`config.mk`:
```
export PLATFORM = sky130hd
export DESIGN_NAME = bht_ctrl_flat
export DESIGN_NICKNAME = d
export VERILOG_FILES = /design/src/rtl/bht_ctrl_if.sv /design/src/rtl/bht_ctrl.sv /design/src/flat_wrapper.sv
export SDC_FILE = /design/constraint.sdc
export NUM_CORES = 1
export LEC_CHECK = 0
export ABC_AREA = 1
export CORE_UTILIZATION = 45
export CTS_CLUSTER_SIZE = 40
export DETAILED_ROUTE_END_ITERATION = 12
export GPL_TIMING_DRIVEN = 0
export PLACE_DENSITY_LB_ADDON = 0.3
export SYNTH_ARGS = -nofsm -noshare
export SYNTH_HDL_FRONTEND = slang
export SYNTH_SLANG_ARGS = --single-unit
```
`constraint.sdc`:
```
create_clock -name clk -period 3.1 [get_ports clk]
set_input_delay 0.31 -clock clk [delete_from_list [all_inputs] [get_ports clk]]
set_output_delay 0.31 -clock clk [all_outputs]
set_load 0.005 [all_outputs]
```
`src/rtl/bht_ctrl_if.sv`:
```
// Predict/update/flush bundle between fetch, branch-resolve and bht_ctrl.
// BHT_PERF_CNT_EN adds the upd_pred input and the two performance counters.
interface bht_ctrl_if;
    logic        pred_valid;
    logic [3:0]  pred_index;
    logic        pred_ready;
    logic        pred_out_valid;
    logic        pred_taken;
    logic [1:0]  pred_state;
    logic        upd_valid;
    logic [3:0]  upd_index;
    logic        upd_taken;
    logic        upd_ready;
    logic        flush;
    logic        busy;
`ifdef BHT_PERF_CNT_EN
    logic        upd_pred;
    logic [15:0] perf_total;
    logic [15:0] perf_mispredict;

    modport master (
        output pred_valid, pred_index, upd_valid, upd_index, upd_taken, flush, upd_pred,
        input  pred_ready, pred_out_valid, pred_taken, pred_state, upd_ready, busy,
               perf_total, perf_mispredict
    );
    modport slave (
        input  pred_valid, pred_index, upd_valid, upd_index, upd_taken, flush, upd_pred,
        output pred_ready, pred_out_valid, pred_taken, pred_state, upd_ready, busy,
               perf_total, perf_mispredict
    );
`else
    modport master (
        output pred_valid, pred_index, upd_valid, upd_index, upd_taken, flush,
        input  pred_ready, pred_out_valid, pred_taken, pred_state, upd_ready, busy
    );
    modport slave (
        input  pred_valid, pred_index, upd_valid, upd_index, upd_taken, flush,
        output pred_ready, pred_out_valid, pred_taken, pred_state, upd_ready, busy
    );
`endif
endinterface

```
`src/rtl/bht_ctrl.sv`:
```
// Sequencer for a 16-entry table of 2-bit saturating branch counters, with update FIFO and flush FSM.
// Optional macro BHT_PERF_CNT_EN adds drained-update and mispredict counters.
//
// state | meaning
// IDLE  | predicts and FIFO drains share the single table slot
// FLUSH | ptr walks 0..15 writing INIT_STATE; predict and update blocked
module bht_ctrl #(
    parameter logic [1:0] INIT_STATE = 2'b01,
    parameter int         UPD_DEPTH  = 4
) (
    input  logic      clk,
    input  logic      rst,
    bht_ctrl_if.slave bus
);
    typedef enum logic {IDLE = 1'b0, FLUSH = 1'b1} state_t;

    localparam int PW = $clog2(UPD_DEPTH);
`ifdef BHT_PERF_CNT_EN
    localparam int EW = 6;
`else
    localparam int EW = 5;
`endif
    localparam logic [PW:0] FULL_CNT = (PW+1)'(UPD_DEPTH);

    state_t        state;
    logic [3:0]    ptr;
    logic [1:0]    tbl [16];
    logic [EW-1:0] fifo [UPD_DEPTH];
    logic [PW-1:0] rd_ptr;
    logic [PW-1:0] wr_ptr;
    logic [PW:0]   count;
    logic [PW:0]   count_nxt;
    logic          pred_acc;
    logic          push;
    logic          drain;
    logic [EW-1:0] head;

    function automatic logic [1:0] sat_step(input logic [1:0] c, input logic taken);
        if (taken) return (c == 2'b11) ? c : c + 2'b01;
        else       return (c == 2'b00) ? c : c - 2'b01;
    endfunction

    // pred_ready is already low while full, so a full FIFO always wins the slot.
    assign head      = fifo[rd_ptr];
    assign pred_acc  = bus.pred_valid && bus.pred_ready;
    assign push      = bus.upd_valid && bus.upd_ready && !bus.flush;
    assign drain     = (state == IDLE) && !bus.flush && (count != '0) && !pred_acc;
    assign count_nxt = count + {{PW{1'b0}}, push} - {{PW{1'b0}}, drain};

    always_ff @(posedge clk) begin
        if (rst) begin
            for (int i = 0; i < 16; i++) tbl[i] <= INIT_STATE;
            state              <= IDLE;
            ptr                <= '0;
            rd_ptr             <= '0;
            wr_ptr             <= '0;
            count              <= '0;
            bus.pred_ready     <= 1'b0;
            bus.upd_ready      <= 1'b0;
            bus.pred_out_valid <= 1'b0;
            bus.pred_taken     <= 1'b0;
            bus.pred_state     <= 2'b00;
            bus.busy           <= 1'b0;
        end else begin
            bus.pred_out_valid <= pred_acc;
            if (pred_acc) begin
                bus.pred_state <= tbl[bus.pred_index];
                bus.pred_taken <= tbl[bus.pred_index][1];
            end
            case (state)
                IDLE: begin
                    if (bus.flush) begin
                        state          <= FLUSH;
                        ptr            <= '0;
                        rd_ptr         <= '0;
                        wr_ptr         <= '0;
                        count          <= '0;
                        bus.busy       <= 1'b1;
                        bus.pred_ready <= 1'b0;
                        bus.upd_ready  <= 1'b0;
                    end else begin
                        if (drain) begin
                            tbl[head[4:1]] <= sat_step(tbl[head[4:1]], head[0]);
                            rd_ptr         <= rd_ptr + 1'b1;
                        end
                        if (push) begin
`ifdef BHT_PERF_CNT_EN
                            fifo[wr_ptr] <= {bus.upd_pred, bus.upd_index, bus.upd_taken};
`else
                            fifo[wr_ptr] <= {bus.upd_index, bus.upd_taken};
`endif
                            wr_ptr <= wr_ptr + 1'b1;
                        end
                        count          <= count_nxt;
                        bus.pred_ready <= (count_nxt != FULL_CNT);
                        bus.upd_ready  <= (count_nxt != FULL_CNT);
                    end
                end
                FLUSH: begin
                    tbl[ptr] <= INIT_STATE;
                    if (bus.flush) begin
                        ptr <= '0;
                    end else if (ptr == 4'd15) begin
                        state          <= IDLE;
                        bus.busy       <= 1'b0;
                        bus.pred_ready <= 1'b1;
                        bus.upd_ready  <= 1'b1;
                    end else begin
                        ptr <= ptr + 4'd1;
                    end
                end
                default: state <= IDLE;
            endcase
        end
    end

`ifdef BHT_PERF_CNT_EN
    always_ff @(posedge clk) begin
        if (rst) begin
            bus.perf_total      <= '0;
            bus.perf_mispredict <= '0;
        end else if (drain) begin
            if (bus.perf_total != 16'hFFFF)
                bus.perf_total <= bus.perf_total + 16'd1;
            if ((head[5] != head[0]) && (bus.perf_mispredict != 16'hFFFF))
                bus.perf_mispredict <= bus.perf_mispredict + 16'd1;
        end
    end
`endif
endmodule

```
`src/flat_wrapper.sv`:
```
// flat-port wrapper written by rule: the top's interface ports become plain ports
module bht_ctrl_flat 
#(
    parameter logic [1:0] INIT_STATE = 2'b01,
    parameter int         UPD_DEPTH  = 4
)
  (clk, rst, bus_pred_valid, bus_pred_index, bus_upd_valid, bus_upd_index, bus_upd_taken, bus_flush, bus_pred_ready, bus_pred_out_valid, bus_pred_taken, bus_pred_state, bus_upd_ready, bus_busy);
  bht_ctrl_if bus_i ();
  input  logic clk;
  input  logic rst;
  input wire logic [$bits(bus_i.pred_valid)-1:0] bus_pred_valid;
  input wire logic [$bits(bus_i.pred_index)-1:0] bus_pred_index;
  input wire logic [$bits(bus_i.upd_valid)-1:0] bus_upd_valid;
  input wire logic [$bits(bus_i.upd_index)-1:0] bus_upd_index;
  input wire logic [$bits(bus_i.upd_taken)-1:0] bus_upd_taken;
  input wire logic [$bits(bus_i.flush)-1:0] bus_flush;
  output wire logic [$bits(bus_i.pred_ready)-1:0] bus_pred_ready;
  output wire logic [$bits(bus_i.pred_out_valid)-1:0] bus_pred_out_valid;
  output wire logic [$bits(bus_i.pred_taken)-1:0] bus_pred_taken;
  output wire logic [$bits(bus_i.pred_state)-1:0] bus_pred_state;
  output wire logic [$bits(bus_i.upd_ready)-1:0] bus_upd_ready;
  output wire logic [$bits(bus_i.busy)-1:0] bus_busy;
  assign bus_i.pred_valid = bus_pred_valid;
  assign bus_i.pred_index = bus_pred_index;
  assign bus_i.upd_valid = bus_upd_valid;
  assign bus_i.upd_index = bus_upd_index;
  assign bus_i.upd_taken = bus_upd_taken;
  assign bus_i.flush = bus_flush;
  assign bus_pred_ready = bus_i.pred_ready;
  assign bus_pred_out_valid = bus_i.pred_out_valid;
  assign bus_pred_taken = bus_i.pred_taken;
  assign bus_pred_state = bus_i.pred_state;
  assign bus_upd_ready = bus_i.upd_ready;
  assign bus_busy = bus_i.busy;
  bht_ctrl #(.INIT_STATE(INIT_STATE), .UPD_DEPTH(UPD_DEPTH)) u_core (.clk(clk), .rst(rst), .bus(bus_i));
endmodule
```
==> impl_summary.md, run 1 <==
Clocking
The cell at the root of the clock tree is sky130_fd_sc_hd__clkbuf_8. In this run the number of H-tree levels came out at 3. For this design, the CTS-stage hold fixing added 0 buffers. The number of gates resized after CTS was 0. The number of buffers inserted during clock tree synthesis is 9.

TritonCTS built the clock tree. For this design, the sink count on the clock tree is 71. At the later pin of the worst-skew pair, clock insertion delay measures 0.35 ns. The number of setup buffers added after CTS is 0.

The longest clock path from root to sink contains 2 buffers. After clock tree synthesis, the clock-pin slew on the worst setup and hold paths is 0.08 ns.

STA
The clock skew is 0.01393 ns. The total count of max-transition violations in the final report came to 0. Setup violations remaining at the end of the flow were counted as 0. Setup repair after global routing left no endpoint under its margin. Summed over all failing endpoints, the final setup total negative slack is 0 ns. At the pin with the least slew margin, the transition time is 0.5826 ns.

The tightest hold margin is 0.3709 ns. Dividing the final minimum period by the clock period gives 0.7669. The final critical path time including I/O delays and setup is 2.378 ns.

The peak clock frequency supported by timing is 420.6 MHz. The number of hold-slack violations in the final timing report is 0. The headroom to the max-slew limit is 0.6116.

Yosys
The fraction of synthesis flops using an asynchronous set or reset pin is 0. The share of the yosys chip area belonging to registers is 0.4986. The number of enable flip-flop cells after synthesis is 52. Counting every net in the synthesized netlist gives 471.

For this run, the leading register cell type out of synthesis is sky130_fd_sc_hd__edfxtp_1. The number of synthesis warnings is 0. The synthesized netlist occupies a cell area of 0.003895 mm2.

The number of distinct library cells after synthesis is 38. Dividing the synthesized area by the synthesized cell count gives 8.675 um2. Synthesis produced 449 cells. In this run, synthesis produced a sequential element count of 71.

Detailed routing
The via density per instance is 5.414. The DRC marker count from the first detailed-route iteration is 158. In the final routed layout, each cell accounts on average for 15.09 um. The DRC violations left is 0.

Detailed routing inserted a total of 3178 vias. The count of nets left with antenna violations after detail routing is 0. The highest metal layer carrying signal wires in the routed design is met4. After detailed routing, the wire length on met1 is 3817 um. The detailed-routing iteration count for the pre-antenna-repair pass is 5. The wire length on met3 is 675 um.

The met2 layer wire length in the routed design is 4210 um. The wire length reported by the detailed router is 8855 um.

Run
The tool flagged a number of max-cap violations equal to 0.

Outcome
The flow ran to the end, and the final reports show no timing, DRC or antenna violations.

Floorplanning
The floorplan step defined a die boundary enclosing 0.009032 mm2. The x dimension of the die is 95.04 um. The initial utilization of the core area, before any placement, comes to 0.4693. The number of cell rows is 33. The die is 95.04 um tall. The total area inside the core boundary comes to 0.008299 mm2. The count of boundary I/O pins is 21.

Power and ir drop
The leakage power summed over all cells is 0.001663 uW. IR analysis of the VDD net gives a maximum drop of 0.2068 mV. In this run the power density over the cells is 481.0 mW/mm2.

Cells and area
After filler insertion, the fill cell instance count of the layout stands at 762. The multi-input combinational cells in the finished layout cover a total of 0.001609 mm2. The area growth from synthesis to final layout is 12.37%. The final layout contains 499 nets. 0 antenna diodes ended up in the layout. Of the cells placed in the final design, the portion with a size suffix greater than 1 is 0.1390.

Leaving out fill and tap cells, the most frequent cells in the layout are sky130_fd_sc_hd__nand2_1, sky130_fd_sc_hd__nand3_1, sky130_fd_sc_hd__edfxtp_1. The sequential standard cell area is 0.001942 mm2. Leaving out fill and tap cells, the most frequent cell in the layout is sky130_fd_sc_hd__nand2_1.

Global route
The initial antenna violation count is 0. The residual overflow from global routing is 0. The first-pass GRT wire length is 14230 um. The total routing usage reported by global routing is 0.2122.

The pin count of the biggest net entering global routing is 15. The number of global-route vias before repair is 3006.

Setup path
The type of element capturing the critical path is a flop. The largest incremental delay on the critical path is 0.42 ns. For the worst setup path, the data arrival time is 2.60 ns.

The worst setup path is of the reg -> reg kind. The critical-path maximum fanout is 7. The highest-delay cell along the critical path is sky130_fd_sc_hd__fa_1. For the worst setup path, the data required time is 3.32 ns. The critical path startpoint category is a flop. The signal on the critical path passes through nor2_2 > nand2_1 > nor2_1 > ha_1 > inv_1 > ha_1 > inv_1 > fa_1 > xor2_1 > o31ai_1 > a21oi_1.

Placed design
The number of buffers added on ports is 17. The last weighted congestion value of the routability-driven placer is 0.8934. The detailed-placement wirelength estimate is 6563 um.

Min path
The path category of the worst min-delay check is in -> reg.
==> report_power, final <==
part / leakage (uW) / internal (uW) / switching (uW) / total (uW)
sequential: 0.000611 / 1040 / 21.1 / 1060
clock: 0.0000842 / 299 / 376 / 675
combinational: 0.000968 / 130 / 239 / 369
total: 0.00166 / 1470 / 635 / 2110
==> flip-flops by register name, summed over array words and instances (netlist names), named ones only <==
signal                     cells
u_core.bus.busy                1
u_core.bus.pred_ready          1
u_core.rd_ptr                  2
u_core.count                   3
u_core.wr_ptr                  2
u_core.bus.pred_state          1
u_core.fifo                   20
u_core.ptr                     4
u_core.bus.pred_out_valid      1
u_core.tbl                    32
u_core.state                   1
u_core.bus.pred_taken          1
==> layer usage <==
| metal | vias to the layer above | track usage |
|---|---|---|
| li1 | 1562 | - |
| met1 | 1472 | 0.2801 |
| met2 | 132 | 0.3381 |
| met3 | 12 | 0.04147 |
| met4 | 0 | 0.09470 |
| met5 | - | 0 |
==> cell families (layout without fill, tap and decap cells) <==
family / count (synthesis) / after routing / share of synthesized area
flops: 71 / 71 / 0.4986
fa+ha+maj: 8 / 8 / 0.02763
mux: 4 / 4 / 0.01028
buf+inv: 76 / 109 / 0.08834
simple gates: 237 / 237 / 0.2859
compound gates: 52 / 52 / 0.08705
xor+xnor: 1 / 1 / 0.002249
==> stage by stage <==
stage                     total power [uW]  cell area [um2]  utilization  instances  setup WS (ns)
after floorplan                       1338             3895            -        449         0.8851
after global placement                1441             4197       0.5057        571         0.4717
after detailed placement              1448             4197       0.5057        571         0.4490
after CTS                             2115             4377       0.5274        587         0.7092
after global routing                  2206             4377       0.5274        587         0.5470
final                                 2105             4377       0.5274        587         0.7225
==> Yosys cell counts (2+ instances only) <==
cell,number,share of area
sky130_fd_sc_hd__nand2_4,2,0.0058
sky130_fd_sc_hd__mux2i_1,4,0.010
sky130_fd_sc_hd__buf_6,4,0.012
sky130_fd_sc_hd__nand3_4,2,0.0090
sky130_fd_sc_hd__dfxtp_1,19,0.098
sky130_fd_sc_hd__ha_1,7,0.022
sky130_fd_sc_hd__buf_4,4,0.0077
sky130_fd_sc_hd__o31ai_1,2,0.0039
sky130_fd_sc_hd__nand2_2,6,0.0096
sky130_fd_sc_hd__o21ai_1,3,0.0039
sky130_fd_sc_hd__o21ai_0,11,0.014
sky130_fd_sc_hd__inv_1,49,0.047
sky130_fd_sc_hd__a32oi_1,4,0.0090
sky130_fd_sc_hd__nand3_1,68,0.087
sky130_fd_sc_hd__a21oi_1,17,0.022
sky130_fd_sc_hd__edfxtp_1,52,0.40
sky130_fd_sc_hd__o21ai_2,2,0.0045
sky130_fd_sc_hd__o211ai_1,4,0.0077
sky130_fd_sc_hd__o221ai_1,4,0.0090
sky130_fd_sc_hd__nand2_1,88,0.085
sky130_fd_sc_hd__buf_2,2,0.0026
sky130_fd_sc_hd__clkbuf_1,8,0.0077
sky130_fd_sc_hd__nor2_1,50,0.048
sky130_fd_sc_hd__inv_2,8,0.0077
sky130_fd_sc_hd__nand3_2,6,0.015
sky130_fd_sc_hd__nor2_2,11,0.018
==> critical path, delay by kind of cell (launching register included) <==
family	cells	cell delay (ns)
buffers and inverters	2	0.11
XOR/XNOR	1	0.20
flip-flops	1	0.40
AND/OR/NAND/NOR	3	0.45
adder cells (fa/ha/maj)	3	0.79
AO/OA/AOI/OAI	2	0.30
==> final cells by class <==
cell class / instances / area share
Multi-Input combinational cell: 302 / 0.3676
Sequential cell: 71 / 0.4437
Inverter: 57 / 0.04889
Timing Repair Buffer: 17 / 0.03888
Tap cell: 105 / 0.03002
Clock buffer: 9 / 0.02830
Buffer: 19 / 0.02973
Clock inverter: 7 / 0.01286
==> worst paths after layout <==
| path | from | to | slack, ns | cells after the start |
|---|---|---|---|---|
| hold / removal | bus_flush | u_core.bus.busy$_SDFFE_PP0P_ | 0.37 | 3 |
| hold reg to reg | u_core.ptr[3]$_SDFFE_PP0P_ | u_core.ptr[3]$_SDFFE_PP0P_ | 0.50 | 2 |
| setup reg to reg | u_core.state$_SDFF_PP0_ | u_core.bus.pred_ready$_SDFFE_PP0P_ | 0.72 | 11 |
| setup / recovery | u_core.state$_SDFF_PP0_ | u_core.bus.pred_ready$_SDFFE_PP0P_ | 0.72 | 11 |
Note: power is estimated with default switching activity, not from simulation.
==> run 2, diff against run 1 <==
==> constraint.sdc (replaced) <==
create_clock -name clk -period 2.1 [get_ports clk]
set_input_delay 0.21 -clock clk [delete_from_list [all_inputs] [get_ports clk]]
set_output_delay 0.21 -clock clk [all_outputs]
set_load 0.005 [all_outputs]
==> run 2 against run 1 <==
The flow now finishes with violations (setup timing); total power grew 68%; hold slack lost 0.093 ns; sequential power grew 48%.
==> impl_summary.md, run 2 (synthesis gave the netlist of run 1 again) <==
Outcome
Status: finished with violations (was completed). The final reports fail on setup timing.

Cells and area
The most frequent standard cell in the layout excluding fill and tap cells is sky130_fd_sc_hd__nand2_1 (unchanged). The area growth from synthesis to final layout is 33.79% (was 12.37%). The non-filler instance count after layout came to 612 (was 587).

The register bank with the most flops is u_core.tbl (unchanged). The number of flip-flops under the largest register name was 32 (unchanged). The number of nets in the final layout is 524 (was 499). The number of inserted filler cells in the final layout came to 626 (was 762).

The ratio of cells with drive above 1 in the final layout came to 0.3708 (was 0.1390). Largest regs: u_core.tbl x32, u_core.fifo x20, u_core.ptr x4 (unchanged). The number of diodes added for antenna fixing came to 0 (unchanged). Most used cells in the layout excluding fill and tap cells: sky130_fd_sc_hd__nand2_1, sky130_fd_sc_hd__edfxtp_1, sky130_fd_sc_hd__nand3_1 (was sky130_fd_sc_hd__nand2_1, sky130_fd_sc_hd__nand3_1, sky130_fd_sc_hd__edfxtp_1).

Global route
The initial antenna violation count was 0 (unchanged). The number of global-route vias before repair came to 3100 (was 3006). The total routing usage reported by global routing is 0.2166 (was 0.2122). The pin count of the biggest net entering global routing is 17 (was 15). The residual overflow from global routing came to 0 (unchanged). The first-pass GRT wire length was 14500 um (was 14230 um).

STA
The final-report setup violation count came to 35 (was 0). The transition time at the pin with the least slew margin is 0.6548 ns (was 0.5826 ns). The final worst-path cycle share was 1.107 (was 0.7669). The smallest setup slack after layout is -0.2237 ns (was 0.7225 ns).

The sum of negative setup slack came to -1.126 ns (was 0 ns). The final critical path time including I/O delays and setup is 2.324 ns (was 2.378 ns). Setup repair after global routing missed its margin: yes (was no). The headroom to the max-slew limit came to 0.5634 (was 0.6116). The peak clock frequency supported by timing is 430.3 MHz (was 420.6 MHz). The number of hold-slack violations in the final timing report is 0 (unchanged).

The clock skew came to 0.01123 ns (was 0.01393 ns). The total count of max-transition violations in the final report is 0 (unchanged).

Setup path
The required time of the critical path is 2.34 ns (was 3.32 ns). The highest-delay cell along the critical path is sky130_fd_sc_hd__fa_1 (unchanged). The largest incremental delay on the critical path is 0.54 ns (was 0.42 ns). The most numerous cell type found on the critical path is sky130_fd_sc_hd__ha_4. Critical Path, Cell by Cell: nor2_2 > nand2_1 > nor2_4 > ha_4 > inv_4 > ha_4 > inv_2 > fa_1 > nand2_2 > o31ai_4 > a21oi_1 (was nor2_2 > nand2_1 > nor2_1 > ha_1 > inv_1 > ha_1 > inv_1 > fa_1 > xor2_1 > o31ai_1 > a21oi_1). The type of element capturing the critical path was a flop (unchanged).

The category of the most critical setup path is reg -> reg (unchanged). The critical-path maximum fanout is 7 (unchanged). The data arrival at the endpoint of the critical path came to 2.56 ns (was 2.60 ns). The critical path startpoint category is a flop (unchanged).

Detailed routing
The count of nets left with antenna violations after detail routing is 0 (unchanged). The via density per instance came to 5.681 (was 5.414). The routed length per instance is 17.11 um (was 15.09 um).

The via total after detailed routing was 3477 (was 3178). The detailed-routing iteration count for the pre-antenna-repair pass is 5 (unchanged). The DRC violations left is 0 (unchanged). The DRC marker count from the first detailed-route iteration came to 257 (was 158). The wire length reported by the detailed router is 10470 um (was 8855 um).

Placed design
The number of buffers added on ports is 17 (unchanged). The detailed-placement wirelength estimate came to 6495 um (was 6563 um). The placed instance count came to 571 (unchanged). The last weighted congestion value of the routability-driven placer is 0.9026 (was 0.8934).

Clocking
The number of buffers added to fix hold violations after cts is 0 (unchanged). The clock tree buffer depth came to 2 (unchanged). The source-to-sink clock delay at the later pin of the worst-skew pair is 0.36 ns (was 0.35 ns). The number of buffers inserted during clock tree synthesis was 9 (unchanged). The clock tree from TritonCTS is done (unchanged). The clock input transition at the sequential cells of the worst setup and hold paths came to 0.09 ns (was 0.08 ns). The cell at the root of the clock tree is sky130_fd_sc_hd__clkbuf_8 (unchanged). The total number of clock tree sinks is 71 (unchanged).

The number of H-tree levels is 3 (unchanged).

Power and ir drop
The leakage power summed over all cells is 0.001910 uW (was 0.001663 uW). The switching power summed over all nets is 1168 uW (was 635.5 uW). The relative contribution of combinational cells to total power is 0.245 (was 0.175). The sequential fraction of design power is 0.444 (was 0.504).

The fraction of power consumed by the clock network is 0.311 (was 0.321). The net switching fraction of the power came to 0.3307 (was 0.3018). The power per unit of standard cell area is 677.8 mW/mm2 (was 481.0 mW/mm2). The maximum vdd ir drop is 0.3408 mV (was 0.2068 mV). The cell-internal power is 2364 uW (was 1470 uW).

Floorplanning
The number of cell rows is 33 (unchanged). The x dimension of the die is 95.04 um (unchanged). The die outline height is 95.04 um (unchanged). The count of boundary I/O pins is 21 (unchanged). The area of the core region is 0.008299 mm2 (unchanged). The area of the die was 0.009032 mm2 (unchanged). The effective utilization at floorplan was 0.4693 (unchanged).

Run
The count of maximum capacitance violations is 0 (unchanged).

Min path
The path category of the worst min-delay check is in -> reg (unchanged).
run 2: changes by cell type in the layout (fill, tap and decap cells not counted), moves of 7 or more:
cell and delta:
sky130_fd_sc_hd__nand3_2 +21, sky130_fd_sc_hd__buf_4 +10, sky130_fd_sc_hd__nor2_4 +21, sky130_fd_sc_hd__inv_1 -10
sky130_fd_sc_hd__nor2_1 -26, sky130_fd_sc_hd__nand2_2 +19, sky130_fd_sc_hd__nand3_1 -22, sky130_fd_sc_hd__buf_6 +7
sky130_fd_sc_hd__nand2_1 -25
run 2: per-layer routing:
metal,up-vias,part of all wire,global-route usage
li1,1616,-,-
met1,1656,0.40,0.2716
met2,168,0.50,0.3567
met3,37,0.073,0.04705
met4,0,0.034,0.09975
met5,-,0,0
run 2: what timing repair did:
action,CTS,global route
pin swaps,8,25
gates resized for setup,16,137
setup buffers,8,13
gates cloned,0,4
endpoints found under the setup margin,67,67
run 2: power groups by stage:
stage          clock (uW)  combinational (uW)  sequential (uW)
2_1_floorplan           0                 390             1590
3_3_place_gp            0                 533             1600
3_5_place_dp            0                 542             1600
4_1_cts              1090                 615             1560
5_1_grt              1170                 924             1570
6_report             1100                 866             1570
run 2: final timing paths:
path | startpoint | end | slack [ns] | cells after the start
worst max-delay path | u_core.state$_SDFF_PP0_ | u_core.bus.pred_ready$_SDFFE_PP0P_ | -0.22 | 11
worst min-delay path | bus_flush | u_core.bus.busy$_SDFFE_PP0P_ | 0.28 | 3
worst max register to register | u_core.state$_SDFF_PP0_ | u_core.bus.pred_ready$_SDFFE_PP0P_ | -0.22 | 11
worst min register to register | u_core.rd_ptr[1]$_SDFFE_PP0P_ | flop | 0.50 | 2
run 2: layout make-up:
cell class              count  area, um2  share of cell area
clock buffers               9      123.9             0.02377
clock inverters             7      71.32             0.01369
well taps                 105      131.4             0.02521
repair buffers             42      462.9             0.08884
multi-input cells         302       2064              0.3962
flip-flops and latches     71       1957              0.3755
inverters                  57      239.0             0.04586
plain buffers              19      161.4             0.03097
run 2: critical path, delay by kind of cell, from the launching register on:
kind | cells | cell delay [ns]
AO/OA/AOI/OAI | 2 | 0.35
adder cells (fa/ha/maj) | 3 | 0.88
buffers and inverters | 2 | 0.08
flip-flops | 1 | 0.39
AND/OR/NAND/NOR | 4 | 0.48
run 2: through the flow:
step                      area [um2]  setup WS (ns)  hold WS, ns  total power (uW)  utilization
after global routing            5211        -0.2807       0.2954              3666       0.6279
final                           5211        -0.2237       0.2777              3532       0.6279
after floorplan                 3902       -0.04438       0.3089              1977            -
after global placement          4204        -0.4154       0.4617              2130       0.5066
after detailed placement        4204        -0.4692       0.4585              2140       0.5066
after CTS                       4532        -0.1798       0.2589              3272       0.5461
==> run 3, diff against run 2 <==
--- a/config.mk
+++ b/config.mk
@@ -10,7 +10,7 @@
 export CTS_CLUSTER_SIZE = 40
 export DETAILED_ROUTE_END_ITERATION = 12
 export GPL_TIMING_DRIVEN = 0
-export PLACE_DENSITY_LB_ADDON = 0.3
+export PLACE_DENSITY = 0.65
 export SYNTH_ARGS = -nofsm -noshare
 export SYNTH_HDL_FRONTEND = slang
 export SYNTH_SLANG_ARGS = --single-unit
==> run 3 against run 2 <==
The flow still finishes with violations (setup timing); total power down 3.1%; register-to-register slack gained 0.08 ns; clock skew is 0.0033 ns lower; final cell count did not move; critical path type unchanged; core utilization down 2.0 points.
==> impl_summary.md, run 3 (synthesis gave the netlist of run 1 again) <==
Outcome
Status: finished with violations (unchanged). Failing checks: setup timing (unchanged).

STA
The final critical path time including I/O delays and setup is 2.243 ns (was 2.324 ns). The clock skew was 0.007883 ns (was 0.01123 ns). The smallest setup slack after layout is -0.1434 ns (was -0.2237 ns).

The headroom to the max-slew limit is 0.5891 (was 0.5634). The final-report setup violation count is 13 (was 35). The final worst-path cycle share came to 1.068 (was 1.107).

The peak clock frequency supported by timing was 445.7 MHz (was 430.3 MHz). The total count of max-transition violations in the final report is 0 (unchanged). Setup repair after global routing missed its margin: yes (unchanged). The sum of negative setup slack is -0.4219 ns (was -1.126 ns). The number of hold-slack violations in the final timing report is 0 (unchanged). The transition time at the pin with the least slew margin is 0.6163 ns (was 0.6548 ns).

Clocking
The clock input transition at the sequential cells of the worst setup and hold paths was 0.09 ns (about the same). The number of H-tree levels is 3 (unchanged). The number of buffers added to fix hold violations after cts is 0 (unchanged).

The total number of clock tree sinks was 71 (unchanged). The source-to-sink clock delay at the later pin of the worst-skew pair is 0.36 ns (about the same). The clock tree buffer depth is 2 (unchanged).

The cell at the root of the clock tree is sky130_fd_sc_hd__clkbuf_8 (unchanged). The clock tree from TritonCTS is done (unchanged). The number of buffers inserted during clock tree synthesis came to 9 (unchanged).

Cells and area
The ratio of cells with drive above 1 in the final layout is 0.3314 (was 0.3708). The number of inserted filler cells in the final layout is 687 (was 626). The number of diodes added for antenna fixing is 0 (unchanged).

The register bank with the most flops is u_core.tbl (unchanged). Most used cells in the layout excluding fill and tap cells: sky130_fd_sc_hd__nand2_1, sky130_fd_sc_hd__edfxtp_1, sky130_fd_sc_hd__nand3_1 (unchanged). The number of nets in the final layout is 524 (unchanged).

Largest regs: u_core.tbl x32, u_core.fifo x20, u_core.ptr x4 (unchanged). The final cell utilization of the core is 0.6083 (was 0.6279). The most frequent standard cell in the layout excluding fill and tap cells is sky130_fd_sc_hd__nand2_1 (unchanged). The non-filler instance count after layout is 612 (unchanged). The area growth from synthesis to final layout is 29.62% (was 33.79%).

The number of flip-flops under the largest register name is 32 (unchanged).

Global route
The initial antenna violation count is 0 (unchanged). The total routing usage reported by global routing is 0.2220 (was 0.2166). The residual overflow from global routing is 0 (unchanged). The number of global-route vias before repair is 3012 (was 3100). The first-pass GRT wire length is 14820 um (was 14500 um). The pin count of the biggest net entering global routing was 15 (was 17).

Min path
The source of the worst hold timing path is bus_flush (unchanged). The path category of the worst min-delay check is in -> reg (unchanged). The destination of the worst hold path was u_core.bus.busy$_SDFFE_PP0P_ (unchanged).

The cell count of the worst hold path is 3 (unchanged).

Run
The count of maximum capacitance violations is 0 (unchanged).

Power and ir drop
The maximum vdd ir drop is 0.3312 mV (was 0.3408 mV). The power per unit of standard cell area is 677.7 mW/mm2 (was 677.8 mW/mm2). The leakage power summed over all cells is 0.001869 uW (was 0.001910 uW).

Floorplanning
The effective utilization at floorplan is 0.4693 (unchanged). The area of the die is 0.009032 mm2 (unchanged). The number of cell rows was 33 (unchanged). The x dimension of the die was 95.04 um (unchanged). The area of the core region came to 0.008299 mm2 (unchanged). The die outline height is 95.04 um (unchanged). The count of boundary I/O pins was 21 (unchanged).

Setup path
The category of the most critical setup path is reg -> reg (unchanged). The critical-path maximum fanout was 2 (was 7). The type of element capturing the critical path is a flop (unchanged).

The critical path startpoint category was a flop (unchanged). The path depth of the worst reg2reg path is 11 (unchanged). The end of the worst register-to-register path is u_core.bus.pred_ready$_SDFFE_PP0P_ (unchanged). The data arrival at the endpoint of the critical path is 2.47 ns (was 2.56 ns).

The worst reg2reg path startpoint was u_core.count[2]$_SDFFE_PP0N_ (was u_core.state$_SDFF_PP0_). The worst-case register-to-register setup slack is -0.14 ns (was -0.22 ns). The required time of the critical path is 2.33 ns (was 2.34 ns).

Detailed routing
The detailed-routing iteration count for the pre-antenna-repair pass came to 5 (unchanged). The wire length reported by the detailed router is 10220 um (was 10470 um). The count of nets left with antenna violations after detail routing is 0 (unchanged). The via density per instance came to 5.613 (was 5.681). The routed length per instance was 16.70 um (was 17.11 um). The via total after detailed routing is 3435 (was 3477). The DRC violations left was 0 (unchanged). The DRC marker count from the first detailed-route iteration was 374 (was 257).

Placed design
The placed instance count was 571 (unchanged). The last weighted congestion value of the routability-driven placer is 0.8644 (was 0.9026). The number of buffers added on ports is 17 (unchanged). The detailed-placement wirelength estimate was 6694 um (was 6495 um).
## run 3: cell type report
type	instances	area, um2	area share
repair buffers	41	417.9	0.08278
multi-input cells	303	1977	0.3916
clock buffers	9	123.9	0.02454
flip-flops and latches	71	1957	0.3876
well taps	105	131.4	0.02602
plain buffers	19	156.4	0.03098
clock inverters	7	56.30	0.01115
inverters	57	229.0	0.04535
## run 3: metal layers
layer,up-vias,GRT usage,part of all wire
li1,1617,-,-
met4,0,0.06944,0.012
met5,-,0,0
met1,1654,0.2995,0.43
met3,16,0.04705,0.077
met2,148,0.3573,0.48
## run 3: worst max-delay path by stage
stage	startpoint	endpoint	slack (ns)	depth (start not counted)
floorplan	u_core.count[1]$_SDFFE_PP0N_	u_core.bus.pred_ready$_SDFFE_PP0P_	-0.04	11
global placement	bus_pred_valid	u_core.bus.pred_ready$_SDFFE_PP0P_	-0.41	12
detailed placement	bus_pred_valid	u_core.bus.pred_ready$_SDFFE_PP0P_	-0.50	12
CTS	u_core.count[1]$_SDFFE_PP0N_	u_core.bus.pred_ready$_SDFFE_PP0P_	-0.17	11
global route	u_core.count[2]$_SDFFE_PP0N_	u_core.bus.pred_ready$_SDFFE_PP0P_	-0.23	11
finish	u_core.count[2]$_SDFFE_PP0N_	u_core.bus.pred_ready$_SDFFE_PP0P_	-0.14	11
## run 3: metrics by stage
step | setup WS, ns | hold WS [ns] | instance area [um2] | total power (uW)
floorplan | -0.04438 | 0.3089 | 3902 | 1977
global placement | -0.4147 | 0.4521 | 4204 | 2138
detailed placement | -0.4977 | 0.4775 | 4204 | 2149
CTS | -0.1668 | 0.2756 | 4511 | 3213
global route | -0.2287 | 0.2833 | 5049 | 3548
finish | -0.1434 | 0.2847 | 5049 | 3421
## run 3: worst max-delay path: stages (launching register included)
cell	delay, ns
sky130_fd_sc_hd__dfxtp_2	0.33
sky130_fd_sc_hd__or2_4	0.26
sky130_fd_sc_hd__nor2_4	0.13
sky130_fd_sc_hd__nor2_4	0.05
sky130_fd_sc_hd__ha_4	0.22
sky130_fd_sc_hd__inv_4	0.05
sky130_fd_sc_hd__ha_4	0.13
sky130_fd_sc_hd__inv_2	0.04
sky130_fd_sc_hd__fa_1	0.51
sky130_fd_sc_hd__nand2_2	0.07
sky130_fd_sc_hd__o31ai_4	0.24
sky130_fd_sc_hd__a21oi_1	0.09
## run 3: repair_timing
| action | in CTS | in global routing |
|---|---|---|
| cloned | 0 | 5 |
| gates resized for setup | 21 | 95 |
| setup buffers | 8 | 12 |
| hold endpoints to repair | 0 | 0 |
| setup endpoints to repair | 67 | 67 |
| pin swaps | 9 | 23 |
## run 3: power by group
part | leakage (uW) | total, uW | switching, uW | internal [uW]
Sequential | 0.000615 | 1570 | 33.0 | 1530
Combinational | 0.00117 | 822 | 487 | 335
Clock | 0.0000842 | 1030 | 589 | 442
